### config.mk
export PLATFORM = sky130hd
export DESIGN_NAME = tone_envelope
export DESIGN_NICKNAME = d
export VERILOG_FILES = /design/src/rtl/tone_envelope.sv
export SDC_FILE = /design/constraint.sdc
export NUM_CORES = 1
export LEC_CHECK = 0
export CAP_MARGIN = 10
export CELL_PAD_IN_SITES_DETAIL_PLACEMENT = 1
export CELL_PAD_IN_SITES_GLOBAL_PLACEMENT = 1
export CORE_MARGIN = 4
export CORE_UTILIZATION = 40
export CTS_CLUSTER_DIAMETER = 60
export DETAILED_ROUTE_END_ITERATION = 10
export GPL_ROUTABILITY_DRIVEN = 0
export GPL_TIMING_DRIVEN = 0
export PLACE_DENSITY_LB_ADDON = 0.3
export SYNTH_ARGS = -nofsm -noshare
export SYNTH_HDL_FRONTEND = slang
export SYNTH_SLANG_ARGS = --single-unit
### constraint.sdc
create_clock -name clk_i -period 7 [get_ports clk_i]
set_input_delay 1.05 -clock clk_i [delete_from_list [all_inputs] [get_ports clk_i]]
set_output_delay 1.05 -clock clk_i [all_outputs]
set_load 0.01 [all_outputs]
### src/rtl/tone_envelope.sv
// ADSR amplitude envelope: scales the note's half-period duty by an envelope level
// so notes fade in and out instead of clicking on and off.
module tone_envelope #(
   parameter int BW           = 24,
   parameter int LW           = 8,
   parameter int TICK_DIV     = 2400,
   parameter int ATTACK_STEP  = 8,
   parameter int DECAY_STEP   = 2,
   parameter int SUSTAIN_LVL  = 160,
   parameter int RELEASE_STEP = 4
) (
   input  logic          clk_i,
   input  logic          rst_n_i,
   input  logic          gate_i,
   input  logic          trig_i,
   input  logic [BW-1:0] period_i,
   output logic [BW-1:0] dutyCycle_o,
   output logic [LW-1:0] level_o,
   output logic [2:0]    state_o,
   output logic          busy_o
);

   // state   | meaning
   // IDLE    | silent, prescaler held at 0
   // ATTACK  | level rises by ATTACK_STEP per tick up to full scale
   // DECAY   | level falls by DECAY_STEP per tick down to SUSTAIN_LVL
   // SUSTAIN | level held while gate is high
   // RELEASE | level falls by RELEASE_STEP per tick down to 0
   localparam logic [2:0] S_IDLE    = 3'd0;
   localparam logic [2:0] S_ATTACK  = 3'd1;
   localparam logic [2:0] S_DECAY   = 3'd2;
   localparam logic [2:0] S_SUSTAIN = 3'd3;
   localparam logic [2:0] S_RELEASE = 3'd4;

   localparam int          PW        = (TICK_DIV > 1) ? $clog2(TICK_DIV) : 1;
   localparam logic [PW-1:0] TICK_LAST = PW'(TICK_DIV - 1);
   localparam logic [LW:0] MAX_W     = {1'b0, {LW{1'b1}}};
   localparam logic [LW:0] ATK_W     = (LW+1)'(ATTACK_STEP);
   localparam logic [LW:0] DEC_W     = (LW+1)'(DECAY_STEP);
   localparam logic [LW:0] SUS_W     = (LW+1)'(SUSTAIN_LVL);
   localparam logic [LW:0] REL_W     = (LW+1)'(RELEASE_STEP);

   logic [2:0]    state_q, state_d;
   logic [LW-1:0] level_q, level_d;
   logic [PW-1:0] presc_q, presc_d;
   logic [BW-1:0] duty_q, duty_d;

   logic          tick;
   logic          accept;
   logic [LW:0]   atk_sum;
   logic [LW:0]   dec_diff;
   logic [LW:0]   rel_diff;
   logic [BW+LW-1:0] prod;

   assign tick     = (state_q != S_IDLE) && (presc_q == TICK_LAST);
   assign accept   = trig_i & gate_i;
   assign atk_sum  = {1'b0, level_q} + ATK_W;
   assign dec_diff = {1'b0, level_q} - DEC_W;
   assign rel_diff = {1'b0, level_q} - REL_W;
   assign prod     = (BW+LW)'(period_i >> 1) * (BW+LW)'(level_q);

   always_comb begin
      state_d = state_q;
      level_d = level_q;
      presc_d = presc_q;
      duty_d  = BW'(prod >> LW);

      if (state_q == S_IDLE || tick) begin
         presc_d = '0;
      end else begin
         presc_d = presc_q + 1'b1;
      end

      // Retrigger keeps the current level so a legato note does not click.
      if (accept) begin
         state_d = S_ATTACK;
         presc_d = '0;
      end else if (!gate_i && (state_q == S_ATTACK || state_q == S_DECAY ||
                               state_q == S_SUSTAIN)) begin
         state_d = S_RELEASE;
      end else if (tick) begin
         case (state_q)
            S_ATTACK: begin
               if (atk_sum >= MAX_W) begin
                  level_d = LW'(MAX_W);
                  state_d = S_DECAY;
               end else begin
                  level_d = LW'(atk_sum);
               end
            end
            S_DECAY: begin
               // The borrow bit flags an underflow, which also saturates.
               if (dec_diff[LW] || dec_diff <= SUS_W) begin
                  level_d = LW'(SUS_W);
                  state_d = S_SUSTAIN;
               end else begin
                  level_d = LW'(dec_diff);
               end
            end
            S_RELEASE: begin
               if (rel_diff[LW] || rel_diff == '0) begin
                  level_d = '0;
                  state_d = S_IDLE;
               end else begin
                  level_d = LW'(rel_diff);
               end
            end
            default: ;
         endcase
      end
   end

   always_ff @(posedge clk_i or negedge rst_n_i) begin
      if (!rst_n_i) begin
         state_q <= S_IDLE;
         level_q <= '0;
         presc_q <= '0;
         duty_q  <= '0;
      end else begin
         state_q <= state_d;
         level_q <= level_d;
         presc_q <= presc_d;
         duty_q  <= duty_d;
      end
   end

   assign dutyCycle_o = duty_q;
   assign level_o     = level_q;
   assign state_o     = state_q;
   assign busy_o      = (state_q != S_IDLE);

endmodule

Yosys cells after proc, flatten, opt, wreduce, memory -nomap -nowiden --
Cells that the tools add are included.
Word-level totals: word-level logic and storage cells 51, bits of input ports 28, register bits after elaboration 46
Cells by class: bitwise operators 3, magnitude comparators 2, eq/ne operators 8, add/subtract/negate cells 4, reductions and logical operators 16, mux-type cells 13, $mul 1
Operators by type and width (count):
- multiplier 23 x 8 -> 31 bit | 1
- two-way mux 12 bit | 2
- two-way mux 8 bit | 3
- case mux 8 bit (3 select lines) | 1
- two-way mux 3 bit | 6
- adder 12 x 1 -> 12 bit (second input constant) | 1
- equality test 12 bit (second input constant) | 1
- adder 8 x 4 -> 9 bit (second input constant) | 1
- >= comparator 9 x 8 -> 1 bit (second input constant) | 1
- less-or-equal comparator 9 x 8 -> 1 bit (second input constant) | 1
- zero test 9 bit | 1
- case mux 3 bit (3 select lines) | 1
- nonzero test 3 bit | 3
- subtractor 8 x 2 -> 9 bit (second input constant) | 1
- subtractor 8 x 3 -> 9 bit (second input constant) | 1
- != test 4 x 2 -> 1 bit (second input constant) | 2
- equality test 3 x 2 -> 1 bit (second input constant) | 2
- logical OR 1 bit | 5
- AND reduction 5 bit | 1
- nonzero test 5 bit | 1
- != test 4 bit (second input constant) | 1
- AND reduction 4 bit | 1
- equality test 3 x 1 -> 1 bit (second input constant) | 1
- equality test 3 bit (second input constant) | 1
- 5 further kinds | 7

Depth between registers and ports, before layout --
depth in word-level cells 8, gate-level depth with buffers 21, gate-level depth less buffers 17

Least setup slack after synthesis --
Ideal clock, no wire load.
kind input port to flip-flop, start point input period_i[19], end point register duty_q[18] (netlist: dutyCycle_o[18]), arrival 5.005 ns, path slack 1.926 ns, stages 16, data required time 6.931 ns, path through buf_1 and2_1 fa_1 inv_1 fa_1 fa_1 fa_1 inv_1 ha_1 a21oi_1 nand2_1 a21oi_2 o2bb2ai_1 a31oi_4 or4b_1 nand3_1
On the way: longest elaborated chain between the ends 1
RTL lines:
- start: declaration | line 16 | input logic [BW-1:0] period_i,
- multiplier 23 x 8 -> 31 bit | line 60 | assign prod = (BW+LW)'(period_i >> 1) * (BW+LW)'(level_q);
- named net prod[26] | line 53 | logic [BW+LW-1:0] prod;
- end signal: assignment | line 123 | duty_q <= duty_d;
- end: declaration | line 46 | logic [BW-1:0] duty_q, duty_d;
The timed path passes the listed nets, and every way through them passes these cells. A chain may end at the register's enable or synchronous reset.

Worst setup path in the final report --
start point register level_q[6] (netlist: level_o[6]), end point register duty_q[21] (netlist: dutyCycle_o[21])
On the way: longest elaborated chain between the ends 1
RTL lines:
- start: declaration | line 44 | logic [LW-1:0] level_q, level_d;
- start signal: assignment | line 121 | level_q <= level_d;
- multiplier 23 x 8 -> 31 bit | line 60
- named net prod[29] | line 53
The timed path passes the listed nets, and every way through them passes these cells.

==> impl_results.md <==
- Critical path type: reg2reg
- Fin Setup TNS: 0 ns
- Final-stage net count: 1192
- Port Buffer Count: 59
- Design Power: 1.483 mW
- Final Setup Violations: 0
- Io pins: 64
- Hold Fails Final Rpt: 0
- Vias: 6442
- Outcome: finished clean
- Post-synthesis cell area: 8098 um^2
- Congestion Overflow GR: 0
- Max Cap Viol: 0
- Detail-routed via count per cell: 5.162
- CTS Buf Count: 5
- Reg2reg end: dutyCycle_o[21]
- WL per Instance: 17.38 um
- Slew @ Worst Pin: 0.6257 ns
- Post-synth cell types: 71
- H-tree levels: 2
- Hold crit path type: reg2reg
- Deepest clock path buffer count: 2
- Syn Area/Cell: 8.850 um^2
- Setup Fix Bufs, Post-CTS: 0
- Slew margin rel.: 58.29%
- Commonest non-fill, non-tap cells in the layout: inv_1 (149), and2_1 (129), fa_1 (125)
- CP required: 7.20 ns
- Max-slew violation count: 0
- RSZ-0062 raised after global routing: no
- Die Y: 150.3 um
- R2r setup slk: 1.13 ns
- Reg-to-reg startpoint: level_o[6]
- Post-synthesis cell count: 915
- Initial DRT Pass Iterations: 4
- Initial Util: 41.07%
- Hold-fix buffers, CTS: 0
- Most common cell after layout, fill and taps aside: inv_1
- Largest net degree at the start of global routing: 35
- Routed WL: 21690 um
- Critical Path Source: level_o[6]
- Max VDD drop: 0.1233 mV
- Post-DP Area: 9035 um^2
- Cell count of the worst reg-to-reg path: 18
- First-pass GRT wire length: 36850 um
- DP HPWL: 17850 um
- Finished Core Util: 46.56%
- Die Width: 150.3 um
- PostCTS Resize Cnt: 0
- End of the critical path: dutyCycle_o[21]
- Initial antenna violation count: 0
- Fin crit share: 83.81%
- Area of the die: 22580 um^2
- ANT cells: 0
- Site Rows: 51
- Remaining DRCs: 0
- Core area: 19720 um^2
- Power per Cell Area: 161.6 nW/um^2
- Clk_lat worst skew: 0.31 ns
- FMAX: 170.5 MHz
- Clk sinks: 46
- Layout area overhead: 13.38%
- EDFF count, synth: 0
- Yosys warning count: 0
- CP Max Fanout: 10
- Minimum clock period: 5.867 ns
- Root buffer cell: clkbuf_16
- P_leak: 4.421 nW
- Sequential area share after synthesis: 14.22%
- #FFs+latches synth: 46
- Design area: 9181 um^2
- Layout Skew: 0.009740 ns
- Main synth FF type: dfrtp_1
- Syn Nets: 1125
- Clock transition at path regs: 0.08 ns
- CTS tree: done
- Post-synth ARST share: 100.0%
- GRT Total Usage: 20.55%
- Worst EP arrival: 6.07 ns
- Number of global-route vias before repair: 7228
- Starting DRT DRC Count: 209
- CP endpoint kind: flop
- Post-DRT Antenna Nets: 0
- Share of post-route cells with drive strength above 1: 4.171%
- Element type at the critical path start: flop
[state kept, by name, indices dropped and copies added (netlist names)]
register	cells
presc_q	12
level_o	8
state_o	3
dutyCycle_o	23
[critical path: stages (launching register included)]
cell      delay, ns
dfrtp_1        0.38
buf_2          0.21
clkbuf_1       0.38
clkbuf_1       0.48
and2_1         0.23
fa_1           0.46
fa_1           0.53
fa_1           0.55
inv_1          0.06
fa_1           0.53
inv_1          0.04
ha_1           0.36
a21o_1         0.22
a21o_1         0.17
a21oi_1        0.24
nor2_1         0.09
a211oi_1       0.41
a211oi_1       0.14
a211oi_1       0.28
[final cells by class]
cell class / instances / area, um^2
buffer: 37 / 160.2
clock buffer: 5 / 125.1
clock inverter: 3 / 21.27
fill: 2345 / 10540
inverter: 149 / 559.3
multi-input combinational: 683 / 6227
sequential: 46 / 1151
tap: 265 / 331.6
timing repair buffer: 60 / 605.6
[cells in the mapped netlist, drive strengths merged, types with 2 or more instances]
cell type / instances / area [um^2]
inv: 149 / 559.3
and2: 134 / 844.6
fa: 125 / 2502
nand2: 94 / 355.3
ha: 57 / 713.2
dfrtp: 46 / 1151
nor2: 40 / 150.1
a21oi: 36 / 206.5
clkbuf: 27 / 101.4
o21ai: 24 / 123.9
xor2: 19 / 166.4
nand3: 17 / 90.09
xnor2: 15 / 131.4
and3: 11 / 68.82
buf: 10 / 58.80
a21o: 9 / 75.07
nor3: 9 / 50.05
a211oi: 7 / 52.55
nand2b: 7 / 43.79
o21a: 7 / 52.55
a31oi: 6 / 52.55
o21bai: 6 / 45.04
nor2b: 4 / 27.53
nor3b: 4 / 35.03
nand4: 3 / 18.77
nor4: 3 / 18.77
o31ai: 3 / 22.52
a211o: 2 / 17.52
a21boi: 2 / 18.77
a221o: 2 / 20.02
a22oi: 2 / 15.01
a2bb2oi: 2 / 17.52
a32o: 2 / 20.02
a32oi: 2 / 25.03
and4: 2 / 17.52
nand3b: 2 / 15.01
nand4b: 2 / 17.52
nor4b: 2 / 17.52
o211ai: 2 / 15.01
o221ai: 2 / 17.52
o2bb2ai: 2 / 17.52
o32ai: 2 / 17.52
[cells by family (layout without fill, tap and decap cells)]
family	count (synthesis)	in the layout	share of synthesized area, %
compound gates	125	125	10.82
xor+xnor	34	34	3.677
fa+ha+maj	182	182	39.71
buf+inv	186	254	8.884
flops	46	46	14.22
mux	1	1	0.1391
other cells	1	1	0.04631
simple gates	340	340	22.51
[per-stage QoR]
step	worst slack, ns	std cells	hold WS (ns)
2_1_floorplan	1.926	915	0.4546
3_3_place_gp	0.8521	1239	0.4785
3_5_place_dp	0.8564	1240	0.5125
4_1_cts	1.070	1248	0.5137
5_1_grt	0.7536	1248	0.5362
6_report	1.133	1248	0.5063
[routing by layer]
metal	track usage (%)	part of all wire [%]	wire length, um
met1	26.72	44	9545
met2	36.42	51	11130
met3	2.830	3.3	707
met4	4.575	1.4	308
met5	0	0	0
[worst min path at each step]
| stage | start | endpoint | slack, ns | cells after the start |
|---|---|---|---|---|
| after global routing | presc_q[0] | presc_q[0] | 0.54 | 1 |
| after detailed placement | presc_q[0] | presc_q[0] | 0.51 | 1 |
| after global placement | presc_q[0] | presc_q[0] | 0.48 | 1 |
| after CTS | presc_q[0] | presc_q[0] | 0.51 | 1 |
| final | presc_q[0] | presc_q[0] | 0.51 | 1 |
| after floorplan | presc_q[0] | presc_q[0] | 0.45 | 1 |
[report_power, final]
part / switching [mW] / internal (mW)
Clock: 0.124 / 0.133
Combinational: 0.477 / 0.387
Sequential: 0.0251 / 0.337
Total: 0.627 / 0.857
Power figures use the tool's default switching activity.
